<file path="src/rtl/hex_trace_display_pkg.sv">
// rtl/hex_trace_display_pkg.sv - shared segment patterns, FSM encoding and history depth
package hex_trace_display_pkg;

  localparam int HIST_DEPTH = 8;

  // Active-low segments, bit 6 = a .. bit 0 = g
  localparam logic [6:0] SEG_0    = 7'b0000001;
  localparam logic [6:0] SEG_1    = 7'b1001111;
  localparam logic [6:0] SEG_2    = 7'b0010010;
  localparam logic [6:0] SEG_3    = 7'b0000110;
  localparam logic [6:0] SEG_4    = 7'b1001100;
  localparam logic [6:0] SEG_5    = 7'b0100100;
  localparam logic [6:0] SEG_6    = 7'b0100000;
  localparam logic [6:0] SEG_7    = 7'b0001111;
  localparam logic [6:0] SEG_8    = 7'b0000000;
  localparam logic [6:0] SEG_9    = 7'b0001100;
  localparam logic [6:0] SEG_A    = 7'b0001000;
  localparam logic [6:0] SEG_B    = 7'b1100000;
  localparam logic [6:0] SEG_C    = 7'b0110001;
  localparam logic [6:0] SEG_D    = 7'b1000010;
  localparam logic [6:0] SEG_E    = 7'b0110000;
  localparam logic [6:0] SEG_F    = 7'b0111000;
  localparam logic [6:0] SEG_VOID = 7'b1111111;

  typedef enum logic {
    ST_LIVE = 1'b0,
    ST_HOLD = 1'b1
  } trace_state_t;

  function automatic logic [6:0] hex_seg(input logic [3:0] d);
    case (d)
      4'h0: hex_seg = SEG_0;
      4'h1: hex_seg = SEG_1;
      4'h2: hex_seg = SEG_2;
      4'h3: hex_seg = SEG_3;
      4'h4: hex_seg = SEG_4;
      4'h5: hex_seg = SEG_5;
      4'h6: hex_seg = SEG_6;
      4'h7: hex_seg = SEG_7;
      4'h8: hex_seg = SEG_8;
      4'h9: hex_seg = SEG_9;
      4'hA: hex_seg = SEG_A;
      4'hB: hex_seg = SEG_B;
      4'hC: hex_seg = SEG_C;
      4'hD: hex_seg = SEG_D;
      4'hE: hex_seg = SEG_E;
      default: hex_seg = SEG_F;
    endcase
  endfunction

endpackage

</file>
<file path="src/rtl/hex_trace_display_btn_debounce.sv">
// rtl/hex_trace_display_btn_debounce.sv - button synchronizer, debounce counter and press pulse
module btn_debounce #(
  parameter int DEBOUNCE_CYCLES = 250000
) (
  input  logic clock,
  input  logic reset,
  input  logic btn_n,
  output logic press
);

  localparam int CW = $clog2(DEBOUNCE_CYCLES + 1);
  localparam logic [CW-1:0] LAST = CW'(DEBOUNCE_CYCLES - 1);

  logic          sync1_n;
  logic          sync2_n;
  logic          level_n;
  logic          armed;
  logic [CW-1:0] cnt;

  // Synchronizer resets to "pressed" so a button held through reset never arms
  // until it has been seen released.
  always_ff @(posedge clock or negedge reset) begin
    if (!reset) begin
      sync1_n <= 1'b0;
      sync2_n <= 1'b0;
      level_n <= 1'b1;
      armed   <= 1'b0;
      cnt     <= '0;
      press   <= 1'b0;
    end else begin
      sync1_n <= btn_n;
      sync2_n <= sync1_n;
      press   <= 1'b0;
      if (level_n && sync2_n) armed <= 1'b1;
      if (sync2_n == level_n) begin
        cnt <= '0;
      end else if (cnt == LAST) begin
        cnt     <= '0;
        level_n <= sync2_n;
        press   <= armed & ~sync2_n;
      end else begin
        cnt <= cnt + 1'b1;
      end
    end
  end

endmodule

</file>
<file path="src/rtl/hex_trace_display.sv">
// rtl/hex_trace_display.sv - 8-deep pc/wd trace buffer shown on six seven-segment digits
module hex_trace_display
  import hex_trace_display_pkg::*;
#(
  parameter int DEBOUNCE_CYCLES = 250000
) (
  input  logic        clock,
  input  logic        reset,
  input  logic        cpu_step,
  input  logic [31:0] pc_val,
  input  logic [31:0] wd_val,
  input  logic        btn_hold_n,
  input  logic        btn_prev_n,
  output logic [6:0]  hex5,
  output logic [6:0]  hex4,
  output logic [6:0]  hex3,
  output logic [6:0]  hex2,
  output logic [6:0]  hex1,
  output logic [6:0]  hex0,
  output logic        hold_led,
  output logic [3:0]  hist_count,
  output logic [2:0]  view_offset
);

  localparam logic [3:0] HIST_FULL = 4'(HIST_DEPTH);

  trace_state_t state, state_n;
  logic [2:0]   wr_ptr, ptr_n, view_n, idx_n;
  logic [3:0]   count_n;
  logic         wr_en, hold_press, prev_press;
  logic [23:0]  hist_mem [HIST_DEPTH];
  logic [23:0]  entry_n;

  wire unused_ok = &{1'b0, pc_val[31:8], wd_val[31:16]};

  btn_debounce #(.DEBOUNCE_CYCLES(DEBOUNCE_CYCLES)) u_hold (
    .clock(clock), .reset(reset), .btn_n(btn_hold_n), .press(hold_press)
  );

  btn_debounce #(.DEBOUNCE_CYCLES(DEBOUNCE_CYCLES)) u_prev (
    .clock(clock), .reset(reset), .btn_n(btn_prev_n), .press(prev_press)
  );

  always_comb begin
    state_n = state;
    ptr_n   = wr_ptr;
    count_n = hist_count;
    view_n  = view_offset;
    wr_en   = 1'b0;
    case (state)
      ST_LIVE: begin
        if (cpu_step) begin
          wr_en = 1'b1;
          ptr_n = wr_ptr + 3'd1;
          if (hist_count != HIST_FULL) count_n = hist_count + 4'd1;
        end
        if (hold_press) begin
          state_n = ST_HOLD;
          view_n  = '0;
        end
      end
      ST_HOLD: begin
        // A hold press wins over a coincident prev press.
        if (hold_press) begin
          state_n = ST_LIVE;
          view_n  = '0;
        end else if (prev_press) begin
          if (hist_count <= 4'd1 || {1'b0, view_offset} == hist_count - 4'd1) view_n = '0;
          else view_n = view_offset + 3'd1;
        end
      end
    endcase
  end

  // A fresh write is always the newest entry, so it bypasses the buffer read.
  assign idx_n   = ptr_n - 3'd1 - view_n;
  assign entry_n = wr_en ? {pc_val[7:0], wd_val[15:0]} : hist_mem[idx_n];

  always_ff @(posedge clock) begin
    if (wr_en) hist_mem[wr_ptr] <= {pc_val[7:0], wd_val[15:0]};
  end

  always_ff @(posedge clock or negedge reset) begin
    if (!reset) begin
      state       <= ST_LIVE;
      wr_ptr      <= '0;
      hist_count  <= '0;
      view_offset <= '0;
      hold_led    <= 1'b0;
      hex5        <= SEG_VOID;
      hex4        <= SEG_VOID;
      hex3        <= SEG_VOID;
      hex2        <= SEG_VOID;
      hex1        <= SEG_VOID;
      hex0        <= SEG_VOID;
    end else begin
      state       <= state_n;
      wr_ptr      <= ptr_n;
      hist_count  <= count_n;
      view_offset <= view_n;
      hold_led    <= (state_n == ST_HOLD);
      if (count_n == 4'd0) begin
        hex5 <= SEG_VOID;
        hex4 <= SEG_VOID;
        hex3 <= SEG_VOID;
        hex2 <= SEG_VOID;
        hex1 <= SEG_VOID;
        hex0 <= SEG_VOID;
      end else begin
        hex5 <= hex_seg(entry_n[23:20]);
        hex4 <= hex_seg(entry_n[19:16]);
        hex3 <= hex_seg(entry_n[15:12]);
        hex2 <= hex_seg(entry_n[11:8]);
        hex1 <= hex_seg(entry_n[7:4]);
        hex0 <= hex_seg(entry_n[3:0]);
      end
    end
  end

endmodule

</file>
<file path="config.mk">
export PLATFORM = sky130hd
export DESIGN_NAME = hex_trace_display
export DESIGN_NICKNAME = d
export VERILOG_FILES = /design/src/rtl/hex_trace_display_pkg.sv /design/src/rtl/hex_trace_display_btn_debounce.sv /design/src/rtl/hex_trace_display.sv
export SDC_FILE = /design/constraint.sdc
export NUM_CORES = 1
export LEC_CHECK = 0
export ABC_AREA = 1
export BUFFER_PORTS_ARGS = -buffer_cell sky130_fd_sc_hd__buf_2
export CAP_MARGIN = 0
export CORE_UTILIZATION = 40
export CTS_CLUSTER_DIAMETER = 80
export DETAILED_ROUTE_END_ITERATION = 8
export GPL_TIMING_DRIVEN = 0
export HOLD_SLACK_MARGIN = 0.1
export PLACE_DENSITY_LB_ADDON = 0.2
export SYNTH_ARGS = -nofsm -noshare
export SYNTH_HDL_FRONTEND = slang
export SYNTH_SLANG_ARGS = --single-unit
</file>
<file path="constraint.sdc">
create_clock -name clock -period 3.8 [get_ports clock]
set_clock_uncertainty 0.05 [all_clocks]
set_input_delay 0.95 -clock clock [delete_from_list [all_inputs] [get_ports clock]]
set_output_delay 0.95 -clock clock [all_outputs]
set_load 0.02 [all_outputs]
</file>
==> results of run 1 <==
-- power by group through the flow --
stage	logic [W]	clock network [W]	registers (W)
2_1_floorplan	0.00306	0	0.00452
4_1_cts	0.00582	0.00339	0.00417
6_report	0.00670	0.00333	0.00416
3_3_place_gp	0.00467	0	0.00424
3_5_place_dp	0.00480	0	0.00423
5_1_grt	0.00726	0.00351	0.00421
-- state kept, by name, summed over array words and instances, names as in the netlist, 3 cells and up --
name,cells
hex4,7
view_offset,3
hex3,7
wr_ptr,3
u_hold.cnt,18
hex5,7
hist_count,4
u_prev.cnt,18
hex1,7
hex2,7
hex0,7
hist_mem,192
-- worst register-to-register path, stage by stage, from the launching register on --
cell and delay [ps]:
dfrtp_2 410, inv_2 80, ha_4 210, nand2_2 60
inv_2 40, nor2_2 60, nand2_1 50, nor2_1 100
nand2_1 60, nand2_1 70, nand2_2 90, buf_6 140
a32o_2 250, fa_2 590, buf_8 130, inv_8 50
clkbuf_16 170, buf_12 140, a32o_1 250, nand2_1 90
nand3_2 80, nand2_4 170, inv_6 80, ha_4 250
nand3_1 80, nand2_1 70, nand2_1 70, nand3_2 70
-- what timing repair did --
action                                  in CTS  in global routing
endpoints found under the setup margin      42                 42
buffers inserted                            37                 23
resized for setup                          154                122
hold buffers                                 0                  0
gates cloned                                 2                  4
endpoints found under the hold margin        0                  0
pin swaps                                   49                 70
-- stage by stage --
step / total power (W) / setup WS, ps / util (%)
after detailed placement: 0.00903 / -1530 / 45.6
after floorplan: 0.00757 / -174 / -
after global routing: 0.0150 / -425 / 54.4
after CTS: 0.0134 / -205 / 52.1
final: 0.0142 / -228 / 54.4
after global placement: 0.00891 / -1440 / 45.1
-- metal layers --
layer / share of wire (%) / track usage, %
met4: 3.1 / 7.18
met2: 48 / 35.3
met5: 0 / 0
met3: 5.8 / 3.01
met1: 43 / 27.6
-- cell families after synthesis --
| family | Yosys count | share of synthesized area, % |
|---|---|---|
| simple gates | 657 | 21.0 |
| flops | 291 | 61.3 |
| compound gates | 153 | 7.57 |
| buf+inv | 149 | 4.54 |
| fa+ha+maj | 47 | 4.40 |
| xor+xnor | 13 | 1.04 |
| mux | 2 | 0.166 |
-- worst max-delay path by stage --
stage | from | to | slack (ps) | cells after the start
after floorplan | cpu_step | hex0[3]$_DFF_PN1_ | -170 | 23
after global placement | cpu_step | hex4[3]$_DFF_PN1_ | -1440 | 23
after detailed placement | cpu_step | hex3[6]$_DFF_PN1_ | -1530 | 23
after CTS | hist_count[0]$_DFF_PN0_ | hex4[3]$_DFF_PN1_ | -200 | 29
after global routing | hist_count[1]$_DFF_PN0_ | hex5[3]$_DFF_PN1_ | -430 | 26
final | hist_count[0]$_DFF_PN0_ | hex5[3]$_DFF_PN1_ | -230 | 27
-- final cells by class --
class,instances,area [sq um]
fillers,2780,15000
flip-flops and latches,291,8300
multi-input cells,874,5890
repair buffers,146,1150
clock buffers,43,926
well taps,442,553
inverters,101,454
plain buffers,47,428
clock inverters,21,235
-- layout by cell type (no fill, tap or decap), types with 7 or more instances in the layout --
master,Yosys,routed
nand3_2,6,48
a32o_2,0,9
dfstp_2,44,44
a21oi_1,71,54
a32o_1,42,33
nor4_1,7,7
xor2_1,8,8
o21ai_0,19,13
edfxtp_1,192,192
nand2_2,10,36
a21oi_2,2,17
nand3_1,111,60
buf_6,6,20
nor2_4,2,12
buf_4,2,43
nor2_1,80,67
nand2_4,5,29
nand2_1,390,337
nand3_4,0,9
dfrtp_1,55,54
nor3_1,21,21
inv_6,0,8
inv_1,89,67
nor3b_1,8,8
or2_2,9,8
clkbuf_2,0,9
clkbuf_16,0,42
ha_4,0,29
clkbuf_1,33,17
ha_1,46,11
clkinv_1,3,12
inv_2,9,16
buf_2,2,80
buf_12,0,10
==> run summary, run 1 <==
CTS Buffer Depth -> 3
Initial Util -> 41.1%
Clock root buffer -> clkbuf_16
Failing checks -> negative setup slack
Most common cell in the synthesized netlist -> nand2_1
Slowest-stage cell, CP -> fa_2
Inserted Diodes -> 0
Startpoint types -> flip-flop
Commonest register cell after synthesis -> edfxtp_1
1st-pass router iterations -> 5
Cells after DPL -> 1836
Post-synth top area share -> 42.6%
Final Slew Violations -> 0
Worst setup slack after layout -> -228 ps
Detailed Route Iter0 Violations -> 757
Initial antenna violation count -> 0
R2R cell count -> 27
Sequential fraction of the synthesis area -> 61.3%
R2r setup slk -> -230 ps
First-pass GRT wire length -> 54900 um
Setup-failing EPs final -> 41
Unique masters post-synth -> 45
DRT antenna net count -> 0
Syn Inst Count -> 1312
Core Area -> 0.0329 sq mm
Net Sw Frac -> 38.3%
Worst path top cell family by delay -> simple AND/OR/NAND/NOR gates
DIE AREA -> 0.0346 sq mm
Clock share of power -> 23.5%
Share of cells above drive strength 1 -> 35.1%
Crit. End Element -> flip-flop
RSZ-0062 raised after global routing -> true
Max FO, Critical Path -> 7
Cell Count, Final, Fillers Out -> 1965
Slew @ Worst Pin -> 1020 ps
Reg power frac -> 29.3%
Critical Path RT -> 4190 ps
CP Class -> flip-flop to flip-flop
Final cycle utilization of the critical path -> 106%
DIE HEIGHT -> 186 um
Psw -> 0.00543 W
Tmin final -> 4030 ps
Sink Count -> 291
Hold Crit Class -> flip-flop to flip-flop
Total Wirelength -> 36200 um
Worst path most repeated cell -> nand2_1
Final Hold Fails -> 0
Peak supply drop -> 488 uV
Pin count of the biggest net entering global routing -> 59
Final hold slack -> 313 ps
Vias in the first global route -> 10100
Final HPWL DP -> 22700 um
Syn_nets -> 1428
Critical path arrival -> 4420 ps
Synth Warn # -> 0
Most frequent cells after synthesis -> nand2_1, edfxtp_1, nand3_1
Global route overflow -> 0
Hold Path Sink -> u_hold.sync2_n$_DFF_PN0_
Vias after detailed routing -> 10300
Mapped cell area -> 0.0135 sq mm
Hold_sp -> u_hold.sync1_n$_DFF_PN0_
Max Clock Freq -> 248 MHz
Clk Latency, worst-skew pair -> 530 ps
DR WL/cell -> 18.4 um
H-tree Lvls -> 2
Rel. slew slack -> 31.7%
Status -> finished with violations
CTS Buf Count -> 35
Int Pwr -> 0.00876 W
# IOs -> 119
EDFF count, synth -> 192
MaxCap Viol Count -> 0
Area delta synth->final -> 32.5%
Post-layout nets -> 1612
Largest area contributor in the netlist -> edfxtp_1
All-Layer GR Usage -> 20.9%
Cell area after layout -> 0.0179 sq mm
Post-synth ARST share -> 34.0%
Comb power frac -> 47.2%
GPL Wtd Cong -> 0.816
Buffers & Inverters on Critical Path -> 8
Mean Syn Cell Area -> 10.3 sq um
Rows -> 66
R2R Path End -> hex5[3]$_DFF_PN1_
I/O Buffers -> 78
Clock Pin Slew Worst Setup and Hold Paths -> 60 ps
LEAKAGE -> 7.27 nW
Yosys reg bits -> 291
Post-place instance area -> 0.0150 sq mm
Hold Path Cell Cnt -> 0
Worst stage delay on the critical path -> 590 ps
DRC -> 0
PD cells -> 792 mW/mm^2
CTS tree -> built
Sum Neg Setup Slack -> -5680 ps
Launch point of the worst reg-to-reg path -> hist_count[0]$_DFF_PN0_
Top post-synthesis cells by area -> edfxtp_1, nand2_1, dfrtp_1, dfstp_2, ha_1
Die W -> 186 um
DR vias/cell -> 5.23
No activity file was read; power rests on OpenSTA's default activity.
==> inputs of run 2 (changes only) <==
- PLACE_DENSITY_LB_ADDON: 0.2 -> not set
==> run 2 against run 1 <==
Compared with the run above: the flow still finishes with violations (negative setup slack); cell area down 3.8%; critical path depth up 1; count of clock-buffer cells in the layout unchanged; sequential share of layout area up 1.8 points; register-to-register slack worse by 40 ps; combinational power down 8.1%; global-route usage down 0.17 points; fmax down 0.99%; die area unchanged; setup slack worse by 40 ps; hold slack worse by 39 ps; utilization down 2.1 points; critical path type unchanged; largest cell class unchanged; highest routed layer is now met5.
==> run summary, run 2 (same netlist as run 1, synthesis figures left out) <==
Status -> finished with violations (unchanged)
Failing checks -> negative setup slack (unchanged)
Reg power frac -> 31.1% (was 29.3%)
Worst stage delay on the critical path -> 520 ps (was 590 ps)
Grt peak-use layer -> met2 (unchanged)
Sum Neg Setup Slack -> -7150 ps (was -5680 ps)
DIE AREA -> 0.0346 sq mm (unchanged)
Vias in the first global route -> 9881 (was 10100)
# IOs -> 119 (unchanged)
Int Pwr -> 0.00827 W (was 0.00876 W)
Sink Count -> 291 (unchanged)
Met1 Resource Use GR -> 27.7% (was 27.6%)
Post-layout nets -> 1588 (was 1612)
Share of cells above drive strength 1 -> 30.7% (was 35.1%)
Hold Crit Class -> input port to asynchronous set/reset pin (was flip-flop to flip-flop)
Max Clock Freq -> 246 MHz (was 248 MHz)
Peak supply drop -> 415 uV (was 488 uV)
Critical path arrival -> 4480 ps (was 4420 ps)
Worst setup slack after layout -> -269 ps (was -228 ps)
PD cells -> 775 mW/mm^2 (was 792 mW/mm^2)
Met2 Use GR -> 34.1% (was 35.3%)
H-tree Lvls -> 1 (was 2)
Inserted Diodes -> 0 (unchanged)
Top reg by flops -> hist_mem (unchanged)
Area delta synth->final -> 27.5% (was 32.5%)
Comb power frac -> 46.1% (was 47.2%)
DIE HEIGHT -> 186 um (unchanged)
LEAKAGE -> 6.97 nW (was 7.27 nW)
DR vias/cell -> 5.23 (about the same)
Rel. slew slack -> 31.5% (was 31.7%)
R2R cell count -> 28 (was 27)
Total Wirelength -> 35400 um (was 36200 um)
CP Class -> flip-flop to flip-flop (unchanged)
DR WL/cell -> 18.3 um (was 18.4 um)
Slew @ Worst Pin -> 1030 ps (was 1020 ps)
Detailed Route Iter0 Violations -> 775 (was 757)
MaxCap Viol Count -> 0 (unchanged)
Most common cell after layout, fill and taps aside -> nand2_1 (unchanged)
CTS tree -> built (unchanged)
Final HPWL DP -> 22300 um (was 22700 um)
Worst path most repeated cell -> nand2_1 (unchanged)
Clk Latency, worst-skew pair -> 570 ps (was 530 ps)
Tmin final -> 4070 ps (was 4030 ps)
1st-pass router iterations -> 6 (was 5)
Max FO, Critical Path -> 7 (unchanged)
Clock share of power -> 22.8% (was 23.5%)
Total Power -> 0.0134 W (was 0.0142 W)
Global route overflow -> 0 (unchanged)
Initial antenna violation count -> 1 (was 0)
First-pass GRT wire length -> 54600 um (was 54900 um)
Util after Layout -> 52.4% (was 54.4%)
Net Sw Frac -> 38.1% (was 38.3%)
CTS Buffer Depth -> 3 (unchanged)
Setup-failing EPs final -> 42 (was 41)
Pin count of the biggest net entering global routing -> 72 (was 59)
R2r setup slk -> -270 ps (was -230 ps)
Most frequent cells in the layout -> nand2_1, edfxtp_1, nand3_1, buf_2 (was nand2_1, edfxtp_1, buf_2, inv_1, nor2_1)
Met3 usage -> 3.33% (was 3.01%)
Final Slew Violations -> 0 (unchanged)
Slowest-stage cell, CP -> fa_1 (was fa_2)
Vias after detailed routing -> 10100 (was 10300)
RSZ-0062 raised after global routing -> true (unchanged)
I/O Buffers -> 78 (unchanged)
Top Registers -> hist_mem x192, u_hold.cnt x18, u_prev.cnt x18 (unchanged)
Rows -> 66 (unchanged)
All-Layer GR Usage -> 20.8% (was 20.9%)
Critical Path RT -> 4210 ps (was 4190 ps)
Launch point of the worst reg-to-reg path -> hist_count[1]$_DFF_PN0_ (was hist_count[0]$_DFF_PN0_)
Initial Util -> 41.1% (unchanged)
Crit. End Element -> flip-flop (unchanged)
Core Area -> 0.0329 sq mm (unchanged)
Final Hold Fails -> 0 (unchanged)
Final cycle utilization of the critical path -> 107% (was 106%)
Die W -> 186 um (unchanged)
DRC -> 0 (unchanged)
Startpoint types -> flip-flop (unchanged)
Psw -> 0.00510 W (was 0.00543 W)
R2R Path End -> hex2[3]$_DFF_PN1_ (was hex5[3]$_DFF_PN1_)
CTS Buf Count -> 31 (was 35)
Max FFs per register -> 192 (unchanged)
Clock Pin Slew Worst Setup and Hold Paths -> 60 ps (about the same)
GPL Wtd Cong -> 0.822 (was 0.816)
DRT antenna net count -> 0 (unchanged)
Clock root buffer -> clkbuf_16 (unchanged)
run 2: final cells by class:
type	count	area [sq um]
clock inverter	10	146
inverter	101	459
tap	442	553
clock buffer	43	858
timing repair buffer	126	953
fill	2869	15700
buffer	47	400
sequential	291	8300
multi-input combinational	874	5590
run 2: worst max path at each step:
| stage | cells past startpoint | endpoint | startpoint |
|---|---|---|---|
| final | 28 | hex2[3]$_DFF_PN1_ | hist_count[1]$_DFF_PN0_ |
| after global placement | 23 | hex3[6]$_DFF_PN1_ | cpu_step |
| after global routing | 28 | hex2[3]$_DFF_PN1_ | hist_count[0]$_DFF_PN0_ |
| after detailed placement | 23 | hex3[3]$_DFF_PN1_ | cpu_step |
| after floorplan | 23 | hex0[3]$_DFF_PN1_ | cpu_step |
| after CTS | 28 | hex5[3]$_DFF_PN1_ | hist_count[0]$_DFF_PN0_ |
run 2: critical path, delay by kind of cell, from the launching register on:
| family | cells | cell delay (ps) |
|---|---|---|
| AND/OR/NAND/NOR | 14 | 1160 |
| adder cells (fa/ha/maj) | 3 | 970 |
| buffers and inverters | 8 | 850 |
| AO/OA/AOI/OAI | 3 | 530 |
| flip-flops | 1 | 390 |
run 2: repair_timing:
| item | in CTS | in global routing |
|---|---|---|
| hold buffers | 0 | 0 |
| resized for setup | 130 | 70 |
| setup buffers | 36 | 5 |
| pin swaps | 51 | 62 |
| endpoints found under the setup margin | 42 | 42 |
| cloned | 2 | 4 |
run 2: through the flow:
| stage | cells | setup slack (ps) | hold slack (ps) | instance area [sq um] |
|---|---|---|---|---|
| final | 1934 | -269 | 274 | 17300 |
| after global routing | 1934 | -403 | 279 | 17300 |
| after CTS | 1925 | -222 | 254 | 16900 |
| after detailed placement | 1835 | -1500 | 285 | 15000 |
| after global placement | 1832 | -1400 | 284 | 14900 |
| after floorplan | 1312 | -174 | 281 | 13900 |
run 2: power by group through the flow:
stage | Clock, W | Sequential, W | Combinational (W)
after floorplan | 0 | 0.00452 | 0.00306
final | 0.00304 | 0.00416 | 0.00616
after detailed placement | 0 | 0.00423 | 0.00477
after global placement | 0 | 0.00425 | 0.00465
after CTS | 0.00310 | 0.00417 | 0.00573
after global routing | 0.00322 | 0.00420 | 0.00672
run 2: metal layers:
layer  part of all wire (%)  vias to the layer above
met5                  0.031                        -
met4                    2.9                        2
met3                    6.2                       61
met2                     47                      317
met1                     43                     4916
li1                       -                     4816
